--- config.mk ---
export PLATFORM = sky130hd
export DESIGN_NAME = microc_stack
export DESIGN_NICKNAME = d
export VERILOG_FILES = /design/src/rtl/microc_stack.sv
export SDC_FILE = /design/constraint.sdc
export NUM_CORES = 1
export LEC_CHECK = 0
export CAP_MARGIN = 20
export CORE_MARGIN = 4
export CORE_UTILIZATION = 55
export CTS_BUF_LIST = sky130_fd_sc_hd__clkbuf_4
export CTS_CLUSTER_SIZE = 28
export DETAILED_ROUTE_END_ITERATION = 7
export DONT_BUFFER_PORTS = 1
export HOLD_SLACK_MARGIN = 0.02
export MAX_ROUTING_LAYER = met4
export PLACE_DENSITY = 0.73
export SETUP_SLACK_MARGIN = 0.02
export SYNTH_ARGS = -nofsm -noshare
export SYNTH_HDL_FRONTEND = slang
export SYNTH_SLANG_ARGS = --single-unit
--- constraint.sdc ---
create_clock -name clk -period 3.9 [get_ports clk]
set_clock_uncertainty 0.05 [all_clocks]
set_input_delay 0.585 -clock clk [delete_from_list [all_inputs] [get_ports clk]]
set_output_delay 0.585 -clock clk [all_outputs]
set_load 0.005 [all_outputs]
--- src/rtl/microc_stack.sv ---
// Single-cycle microcontroller datapath: PC, 16-entry register file, ALU,
// zero flag and a hardware return-address stack for call/return.
module microc_stack #(
    parameter  int DW          = 8,
    parameter  int AW          = 10,
    parameter  int STACK_DEPTH = 8,
    localparam int IW          = 6 + ((AW > DW + 4) ? AW : DW + 4),
    localparam int CW          = $clog2(STACK_DEPTH + 1)
) (
    input  logic          clk,
    input  logic          reset,
    input  logic [IW-1:0] instr,
    input  logic          s_inc,
    input  logic          s_inm,
    input  logic          we,
    input  logic          wez,
    input  logic [2:0]    alu_op,
    input  logic          call,
    input  logic          ret,
    output logic [AW-1:0] pc,
    output logic [5:0]    opcode,
    output logic          zero,
    output logic [CW-1:0] stk_count,
    output logic          stk_ovf,
    output logic          stk_unf,
    output logic          stk_err
);

    localparam int            SW      = (STACK_DEPTH > 1) ? $clog2(STACK_DEPTH) : 1;
    localparam logic [CW-1:0] DEPTH_C = CW'(STACK_DEPTH);

    logic signed [DW-1:0] regs [16];
    logic        [AW-1:0] stack [STACK_DEPTH];

    logic        [3:0]    rs1, rs2, rd;
    logic signed [DW-1:0] op_a, op_b, result;
    logic        [AW-1:0] pc_inc, pc_next;
    logic        [SW-1:0] push_idx, top_idx;
    logic                 push, pop, set_ovf, set_unf, set_err;

    function automatic logic signed [DW-1:0] alu(input logic [2:0]           op,
                                                 input logic signed [DW-1:0] a,
                                                 input logic signed [DW-1:0] b);
        case (op)
            3'b000:  alu = a;
            3'b001:  alu = ~a;
            3'b010:  alu = a + b;
            3'b011:  alu = a - b;
            3'b100:  alu = a & b;
            3'b101:  alu = a | b;
            3'b110:  alu = -a;
            default: alu = -b;
        endcase
    endfunction

    assign opcode = instr[IW-1:IW-6];
    assign rd     = instr[3:0];
    assign rs2    = instr[7:4];
    assign rs1    = s_inm ? instr[3:0] : instr[11:8];

    // R0 is hard-wired to zero on the read side; its storage is never written.
    assign op_a   = (rs1 == 4'd0) ? '0 : regs[rs1];
    assign op_b   = s_inm ? instr[DW+3:4] : ((rs2 == 4'd0) ? '0 : regs[rs2]);
    assign result = alu(alu_op, op_a, op_b);

    assign pc_inc   = pc + AW'(1);
    assign push_idx = stk_count[SW-1:0];
    assign top_idx  = push_idx - SW'(1);

    always_comb begin
        pc_next = s_inc ? pc_inc : instr[AW-1:0];
        push    = 1'b0;
        pop     = 1'b0;
        set_ovf = 1'b0;
        set_unf = 1'b0;
        set_err = 1'b0;
        if (call && ret) begin
            set_err = 1'b1;
        end else if (call) begin
            if (stk_count < DEPTH_C) begin
                push    = 1'b1;
                pc_next = instr[AW-1:0];
            end else begin
                set_ovf = 1'b1;
                pc_next = pc_inc;
            end
        end else if (ret) begin
            if (stk_count != '0) begin
                pop     = 1'b1;
                pc_next = stack[top_idx];
            end else begin
                set_unf = 1'b1;
                pc_next = pc_inc;
            end
        end
    end

    always_ff @(posedge clk or negedge reset) begin
        if (!reset) begin
            pc        <= '0;
            zero      <= 1'b0;
            stk_count <= '0;
            stk_ovf   <= 1'b0;
            stk_unf   <= 1'b0;
            stk_err   <= 1'b0;
        end else begin
            pc <= pc_next;
            if (wez) zero <= (result == '0);
            if (push) stk_count <= stk_count + CW'(1);
            else if (pop) stk_count <= stk_count - CW'(1);
            if (set_ovf) stk_ovf <= 1'b1;
            if (set_unf) stk_unf <= 1'b1;
            if (set_err) stk_err <= 1'b1;
        end
    end

    always_ff @(posedge clk or negedge reset) begin
        if (!reset) begin
            for (int i = 0; i < 16; i++) regs[i] <= '0;
        end else if (we && rd != 4'd0) begin
            regs[rd] <= result;
        end
    end

    // Entries above stk_count are don't-care, so the stack needs no reset.
    always_ff @(posedge clk) begin
        if (push) stack[push_idx] <= pc_inc;
    end

endmodule

==> results of run 1 <==
[metal layers]
| layer | vias to the layer above | share of wire (%) |
|---|---|---|
| li1 | 4834 | - |
| met1 | 5421 | 39 |
| met2 | 701 | 45 |
| met3 | 146 | 12 |
| met4 | 0 | 4.1 |
| met5 | - | 0 |
[cell type report]
type | count | area share, %
Multi-Input combinational cell | 842 | 44.3
Timing Repair Buffer | 187 | 9.64
Antenna cell | 2 | 0.0312
Sequential cell | 225 | 37.7
Clock inverter | 31 | 1.34
Clock buffer | 80 | 3.75
Tap cell | 319 | 2.49
Inverter | 33 | 0.773
[cells in the mapped netlist (12+ instances only)]
library cell and instances:
sky130_fd_sc_hd__a21oi_1 60, sky130_fd_sc_hd__a221oi_1 14, sky130_fd_sc_hd__buf_2 16, sky130_fd_sc_hd__clkbuf_1 50, sky130_fd_sc_hd__dfrtp_1 145, sky130_fd_sc_hd__edfxtp_1 80
sky130_fd_sc_hd__ha_1 15, sky130_fd_sc_hd__inv_1 31, sky130_fd_sc_hd__mux2_2 112, sky130_fd_sc_hd__mux2i_1 33, sky130_fd_sc_hd__mux4_2 47, sky130_fd_sc_hd__nand2_1 135
sky130_fd_sc_hd__nand2b_1 12, sky130_fd_sc_hd__nand3_1 20, sky130_fd_sc_hd__nor2_1 56, sky130_fd_sc_hd__nor2b_1 26, sky130_fd_sc_hd__o211ai_1 14, sky130_fd_sc_hd__o21ai_0 75
sky130_fd_sc_hd__o22ai_1 15, sky130_fd_sc_hd__o31ai_1 19, sky130_fd_sc_hd__xnor2_1 12, sky130_fd_sc_hd__xor2_1 17
[report_power, final]
part	switching, mW	internal (mW)	total, mW
Combinational	2.14	2.27	4.41
Sequential	0.554	3.20	3.75
Clock	1.04	1.17	2.21
Total	3.73	6.63	10.4
[kinds of logic after synthesis]
kind of cell / after synthesis / synth area share (%)
fa+ha+maj: 17 / 1.72
compound gates: 284 / 14.5
buf+inv: 123 / 4.16
flops: 225 / 45.6
mux: 200 / 21.0
simple gates: 310 / 11.0
xor+xnor: 30 / 2.10
[tightest hold or removal path, stage by stage]
cell and delay [ns]:
sky130_fd_sc_hd__a21oi_1 0.04, sky130_fd_sc_hd__nand2_1 0.05, sky130_fd_sc_hd__o21ai_0 0.09
[registers in the layout (all words and copies together) (netlist names)]
| register | cells |
|---|---|
| stack | 80 |
| stk_count | 4 |
| stk_unf | 1 |
| stk_ovf | 1 |
| zero | 1 |
| stk_err | 1 |
| regs | 127 |
| pc | 10 |
[final timing paths]
check                      startpoint      endpoint  slack, ns  cells past startpoint
min in group asynchronous       reset  stk_count[1]       0.44                      2
hold reg to reg             regs[122]     regs[122]       0.33                      0
setup reg to reg             regs[40]      regs[47]      -0.11                     18
hold / removal                   call         pc[6]       0.05                      3
setup / recovery             regs[40]      regs[47]      -0.11                     18
max in group asynchronous       reset      regs[89]       2.73                      2
[per-stage QoR]
stage	worst slack, ns	hold slack, ns	instances
after floorplan	-0.495	0.239	1189
after global placement	-0.405	0.243	1584
after detailed placement	-0.453	0.243	1584
after CTS	-0.0729	0.0233	1714
after global routing	-0.237	0.0301	1719
final	-0.108	0.0482	1719
[repair_timing]
item                                    CTS  global route
endpoints found under the setup margin   40            60
gates cloned                              2             0
pin swaps                                14            22
setup buffers                            11             3
hold endpoints to repair                154             0
resized for setup                        22            44
hold buffers                              6             0
==> results.rst, run 1 <==
.. list-table::
   :header-rows: 1

   * - Metric
     - Value
   * - Sequential cell area
     - 0.00603 mm2
   * - Delay contributed by the slowest stage of the critical path
     - 0.40 ns
   * - Outcome
     - finished with violations
   * - Worst slew margin
     - 23.3%
   * - Shortest period the worst path allows
     - 4.01 ns
   * - MaxCap Viol Count
     - 0
   * - Data arrival time of the critical path
     - 4.55 ns
   * - Clock sink total
     - 225
   * - Post-layout total power
     - 10.4 mW
   * - Final Max Slew Viols
     - 0
   * - GRT Resource Usage Total
     - 31.2%
   * - Most frequent cells in the layout
     - 167 x sky130_fd_sc_hd__buf_4, 145 x sky130_fd_sc_hd__dfrtp_1, 126 x sky130_fd_sc_hd__nand2_1
   * - Gate count after technology mapping
     - 1189
   * - Cell type contributing the most total cell area after synthesis
     - sky130_fd_sc_hd__dfrtp_1
   * - Multi-input gate area
     - 0.00710 mm2
   * - Leakage power total
     - 6.66 nW
   * - Met2 usage
     - 46.0%
   * - Design Area, Final
     - 0.0160 mm2
   * - Top-level I/O count
     - 53
   * - Failing checks
     - negative setup slack
   * - Number of synthesized flops with an enable pin
     - 80
   * - Number of hold violations in the final report
     - 0
   * - Req. time, crit path
     - 4.44 ns
   * - Deepest level of the CTS H-tree
     - 2
   * - CTS buffer count
     - 59
   * - Number of DRC violations after detailed-routing iteration 0
     - 1261
   * - Residual DRC count
     - 0
   * - Buffer depth of the longest clock path
     - 3
   * - Final #Nets
     - 1394
   * - Final core occ
     - 68.0%
   * - Final number of setup-violating endpoints
     - 33
   * - Post-route setup TNS
     - -2.31 ns
   * - Post-Synthesis Net Count
     - 1235
   * - Cell area after synthesis
     - 0.0132 mm2
   * - Avg Inst Size Synth
     - 11.1 um2
   * - Starting Density
     - 56.2%
   * - Die W
     - 163 um
   * - Class of the most critical hold timing path
     - input pin to flop
   * - Crit share post-route
     - 103%
   * - CTS tree
     - done
   * - Type of element launching the critical path
     - flop
   * - Port bufs
     - 0
   * - Critical path buffer and inverter count
     - 1
   * - Placeable core region
     - 0.0235 mm2
   * - Power per standard cell area
     - 647 mW/mm2
   * - Top_reg_cell synth
     - sky130_fd_sc_hd__dfrtp_1
   * - Leading cell type in the layout, fill and taps excluded
     - sky130_fd_sc_hd__buf_4
   * - Die outline height
     - 163 um
   * - Share of the synthesized area in the top cell type
     - 27.4%
   * - Pin slew with the least headroom to its limit
     - 1.15 ns
   * - Post-placement cell area
     - 0.0147 mm2
   * - Initial antenna violation count
     - 1
   * - Cell with the largest stage delay on the worst path
     - sky130_fd_sc_hd__dfrtp_1
   * - Largest net degree at the start of global routing
     - 146
   * - Highest clock rate
     - 249 MHz
   * - First-pass GRT wire length
     - 62300 um
   * - Number of vias after detailed routing
     - 11102
   * - Die outline area
     - 0.0266 mm2
   * - Overall routed net length
     - 40500 um
   * - Clock root buffer
     - sky130_fd_sc_hd__clkbuf_4
   * - Worst-skew pair later-pin latency
     - 0.73 ns
   * - Leading cell types by total area after synthesis
     - sky130_fd_sc_hd__dfrtp_1 27%, sky130_fd_sc_hd__edfxtp_1 18%, sky130_fd_sc_hd__mux2_2 9.5%
   * - Ys Warns
     - 0
   * - RSZ-0062 raised after global routing
     - yes
   * - Detailed Routing Iterations Pass 1
     - 7
   * - Fraction of final layout cells with drive strength greater than 1
     - 36.8%
   * - Worst-path maximum fanout
     - 16
   * - Routed length per instance
     - 23.5 um
   * - Critical-path cell list
     - mux2_4, a221o_1, o221ai_4, ha_4, and3_4, a21oi_2, xnor2_1, ha_1, nand2_1, a21oi_2, nor3_1, nor3_1, xor3_1, o21ai_1, a21oi_1, a211o_1, buf_12, mux2_2
   * - Kind of critical path
     - flop to flop
   * - Clk pin slew, worst setup/hold paths
     - 0.08 ns
   * - Vias in the first global route
     - 10922
   * - Cell family with the largest share of critical-path delay
     - compound AO/OA/AOI/OAI gates
   * - Row count
     - 56
   * - Detailed placement HPWL
     - 27000 um
   * - Worst VDD drop
     - 0.421 mV
   * - Element type at the critical path end
     - flop
   * - Global-route track usage on met1
     - 40.5%
   * - GPL Wtd Cong
     - 1.04
   * - Filler cell count
     - 1693
   * - Unique cell type count in the Yosys netlist
     - 77
   * - Seq/Total Area, Yosys
     - 45.6%
   * - Overflow after GRT
     - 0
   * - Peak-usage layer in the global routing report
     - met2
   * - Share of synthesized flip-flops with an asynchronous set or reset
     - 64.4%
   * - Antenna-violating nets left
     - 0
   * - Global-route track usage on met3
     - 9.26%
   * - Layout overhead on the synthesized area
     - 21.0%
   * - Flip-flop and latch count after synthesis
     - 225
   * - Final setup margin
     - -0.108 ns
   * - Avg Vias per Cell
     - 6.46
Power figures use the tool's default switching activity.
==> run 2: changes to the inputs <==
PLACE_DENSITY = 0.7   (was 0.73)
clock period = 4 ns   (was 3.9 ns; I/O delays follow)
==> run 2 against run 1 <==
- the flow still finishes with violations (negative setup slack)
- via count down 1.2%
- count of clock-buffer cells in the layout up 13
- combinational power down 9.8%
- register-to-register slack about the same
- final cell count down 2.9%
- largest cell class unchanged
- flip-flop and latch count unchanged
- sequential share of layout area up 1.1 points
- fmax down 2.6%
- clock power down 9%
- non-clock buffer count down 49
- hold slack better by 0.026 ns
- design area down 2.7%
==> results.rst, run 2 (synthesized netlist as in run 1, its figures left out) <==
.. list-table::
   :header-rows: 1

   * - Metric
     - Value
   * - Deepest level of the CTS H-tree
     - 2 (unchanged)
   * - Final setup margin
     - -0.117 ns (-0.00841 ns)
   * - Post-route setup TNS
     - -2.60 ns (-0.291 ns)
   * - Most frequent cells in the layout
     - 145 x sky130_fd_sc_hd__dfrtp_1, 128 x sky130_fd_sc_hd__nand2_1, 119 x sky130_fd_sc_hd__buf_4
   * - Design Area, Final
     - 0.0156 mm2 (-2.7%)
   * - Crit share post-route
     - 103% (+0.14 points)
   * - Avg Vias per Cell
     - 6.57 (+1.7%)
   * - Pin slew with the least headroom to its limit
     - 1.14 ns (-0.00333 ns)
   * - Overall routed net length
     - 40200 um (-0.59%)
   * - Final number of setup-violating endpoints
     - 31 (-6.1%)
   * - Worst flop-to-flop path startpoint
     - regs[11]
   * - Element type at the critical path end
     - flop
   * - Post-placement cell count
     - 1534 (-3.2%)
   * - Fin Hold WS
     - 0.0740 ns (+0.0257 ns)
   * - CTS tree
     - done
   * - Shortest period the worst path allows
     - 4.12 ns (+0.108 ns)
   * - Residual DRC count
     - 0 (unchanged)
   * - Starting Density
     - 56.2% (unchanged)
   * - Power per standard cell area
     - 623 mW/mm2 (-3.7%)
   * - Worst slew margin
     - 23.5% (+0.22 points)
   * - Req. time, crit path
     - 4.50 ns (+0.06 ns)
   * - Hold Path Sink
     - pc[6]
   * - Met2 routed wirelength
     - 18100 um (-0.32%)
   * - Sequential cell area
     - 0.00603 mm2 (unchanged)
   * - Leakage power total
     - 6.38 nW (-4.3%)
   * - Fraction of final layout cells with drive strength greater than 1
     - 34.8% (-1.9 points)
   * - Highest clock rate
     - 243 MHz (-2.6%)
   * - Die outline area
     - 0.0266 mm2 (unchanged)
   * - Overflow after GRT
     - 0 (unchanged)
   * - Detailed Routing Iterations Pass 1
     - 5 (-2)
   * - Largest registers
     - regs: 127 flops, stack: 80 flops, pc: 10 flops
   * - Data arrival time of the critical path
     - 4.61 ns (+0.06 ns)
   * - Kind of critical path
     - flop to flop
   * - Worst VDD drop
     - 0.421 mV (about the same)
   * - Final #Nets
     - 1345 (-3.5%)
   * - CTS buffer count
     - 60 (+1.7%)
   * - Worst-path maximum fanout
     - 9 (-7)
   * - Clock root buffer
     - sky130_fd_sc_hd__clkbuf_4
   * - Type of element launching the critical path
     - flop
   * - Placeable core region
     - 0.0235 mm2 (unchanged)
   * - Final core occ
     - 66.2% (-1.9 points)
   * - GPL Wtd Cong
     - 0.931 (-10%)
   * - Worst-skew pair later-pin latency
     - 0.72 ns (about the same)
   * - Outcome
     - finished with violations
   * - Filler cell count
     - 1803 (+6.5%)
   * - Final Max Slew Viols
     - 0 (unchanged)
   * - Launch instance of the worst min-delay path
     - instr[6]
   * - Number of hold violations in the final report
     - 0 (unchanged)
   * - Max Used Layer
     - met4
   * - Slack of the worst reg-to-reg path
     - -0.12 ns (about the same)
   * - Top register by number of flip-flops
     - regs
   * - Top-level I/O count
     - 53 (unchanged)
   * - Largest net degree at the start of global routing
     - 146 (unchanged)
   * - Port bufs
     - 0 (unchanged)
   * - Row count
     - 56 (unchanged)
   * - Max FFs per register
     - 127 (unchanged)
   * - Buffer depth of the longest clock path
     - 3 (unchanged)
   * - Failing checks
     - negative setup slack
   * - Leading cell type in the layout, fill and taps excluded
     - sky130_fd_sc_hd__dfrtp_1
   * - Die W
     - 163 um (unchanged)
   * - RSZ-0062 raised after global routing
     - yes
   * - Layout overhead on the synthesized area
     - 17.7%
   * - Detailed-routing wirelength on met1
     - 16100 um (+2.3%)
   * - Multi-input gate area
     - 0.00709 mm2 (-0.16%)
   * - Post-layout total power
     - 9.70 mW (-6.4%)
   * - Critical Path Start
     - regs[11]
   * - Number of DRC violations after detailed-routing iteration 0
     - 1642 (+30%)
   * - Worst-case setup slack after placement
     - -0.393 ns (+0.0603 ns)
   * - Hold path depth
     - 2 (-1)
   * - Routed length per instance
     - 24.1 um (+2.3%)
   * - First-pass GRT wire length
     - 62000 um (-0.43%)
   * - Count of non-filler cells in the finished layout
     - 1670 (-2.9%)
   * - Initial antenna violation count
     - 2 (+1)
   * - Detailed placement HPWL
     - 26800 um (-0.77%)
   * - Die outline height
     - 163 um (unchanged)
   * - Post-placement cell area
     - 0.0143 mm2 (-2.4%)
   * - Class of the most critical hold timing path
     - input pin to flop
   * - End of the worst register-to-register path
     - regs[13]
   * - GRT Resource Usage Total
     - 30.8% (-0.33 points)
   * - Vias in the first global route
     - 10857 (-0.60%)
   * - MaxCap Viol Count
     - 0 (unchanged)
   * - Clk pin slew, worst setup/hold paths
     - 0.06 ns (-0.02 ns)
   * - Clock sink total
     - 225 (unchanged)
   * - Met3 layer wire length in the routed design
     - 4580 um (-5.3%)
   * - Depth of the worst register-to-register path
     - 16 (-2)
   * - Number of vias after detailed routing
     - 10972 (-1.2%)
   * - Antenna-violating nets left
     - 0 (unchanged)
## run 2: critical path, stage by stage (launching register included)
cell                       delay [ns]
sky130_fd_sc_hd__dfrtp_1         0.41
sky130_fd_sc_hd__mux2_2          0.28
sky130_fd_sc_hd__a221oi_2        0.22
sky130_fd_sc_hd__a21oi_1         0.10
sky130_fd_sc_hd__o41ai_4         0.43
sky130_fd_sc_hd__nand2_2         0.13
sky130_fd_sc_hd__or3_4           0.35
sky130_fd_sc_hd__nand2_2         0.07
sky130_fd_sc_hd__xor2_1          0.15
sky130_fd_sc_hd__ha_2            0.30
sky130_fd_sc_hd__or4_4           0.52
sky130_fd_sc_hd__a21oi_2         0.16
sky130_fd_sc_hd__o21a_1          0.15
sky130_fd_sc_hd__a221oi_2        0.06
sky130_fd_sc_hd__a21oi_2         0.25
sky130_fd_sc_hd__nor2_4          0.12
sky130_fd_sc_hd__mux2_4          0.27
## run 2: report_power, final
part | total, mW | internal, mW | switching, mW
logic | 3.98 | 2.02 | 1.97
registers | 3.70 | 3.12 | 0.579
clock network | 2.02 | 1.06 | 0.966
## run 2: how the worst max path moves through the flow
stage | end | slack [ns] | depth (start not counted)
after global placement | zero | -0.37 | 18
final | regs[13] | -0.12 | 16
after CTS | zero | 0.01 | 17
after global routing | zero | -0.24 | 16
after detailed placement | zero | -0.39 | 16
after floorplan | regs[85] | -0.41 | 19
## run 2: repair_timing
item | CTS | global route
pin swaps | 12 | 17
gates resized for setup | 8 | 50
endpoints found under the hold margin | 155 | 0
setup buffers | 3 | 8
endpoints found under the setup margin | 30 | 56
gates cloned | 0 | 1
hold buffers | 9 | 0
## run 2: layer usage
metal,vias to the layer above,track usage [%]
li1,4714,-
met1,5423,42.1
met2,692,45.2
met3,143,8.10
met4,0,10.6
met5,-,-
## run 2: area by class of cell
type / instances / share of cell area [%]
sequential: 225 / 38.7
inverter: 33 / 0.795
multi-input combinational: 841 / 45.5
antenna: 2 / 0.0321
clock buffer: 93 / 4.48
timing repair buffer: 138 / 7.41
tap: 319 / 2.56
clock inverter: 19 / 0.506
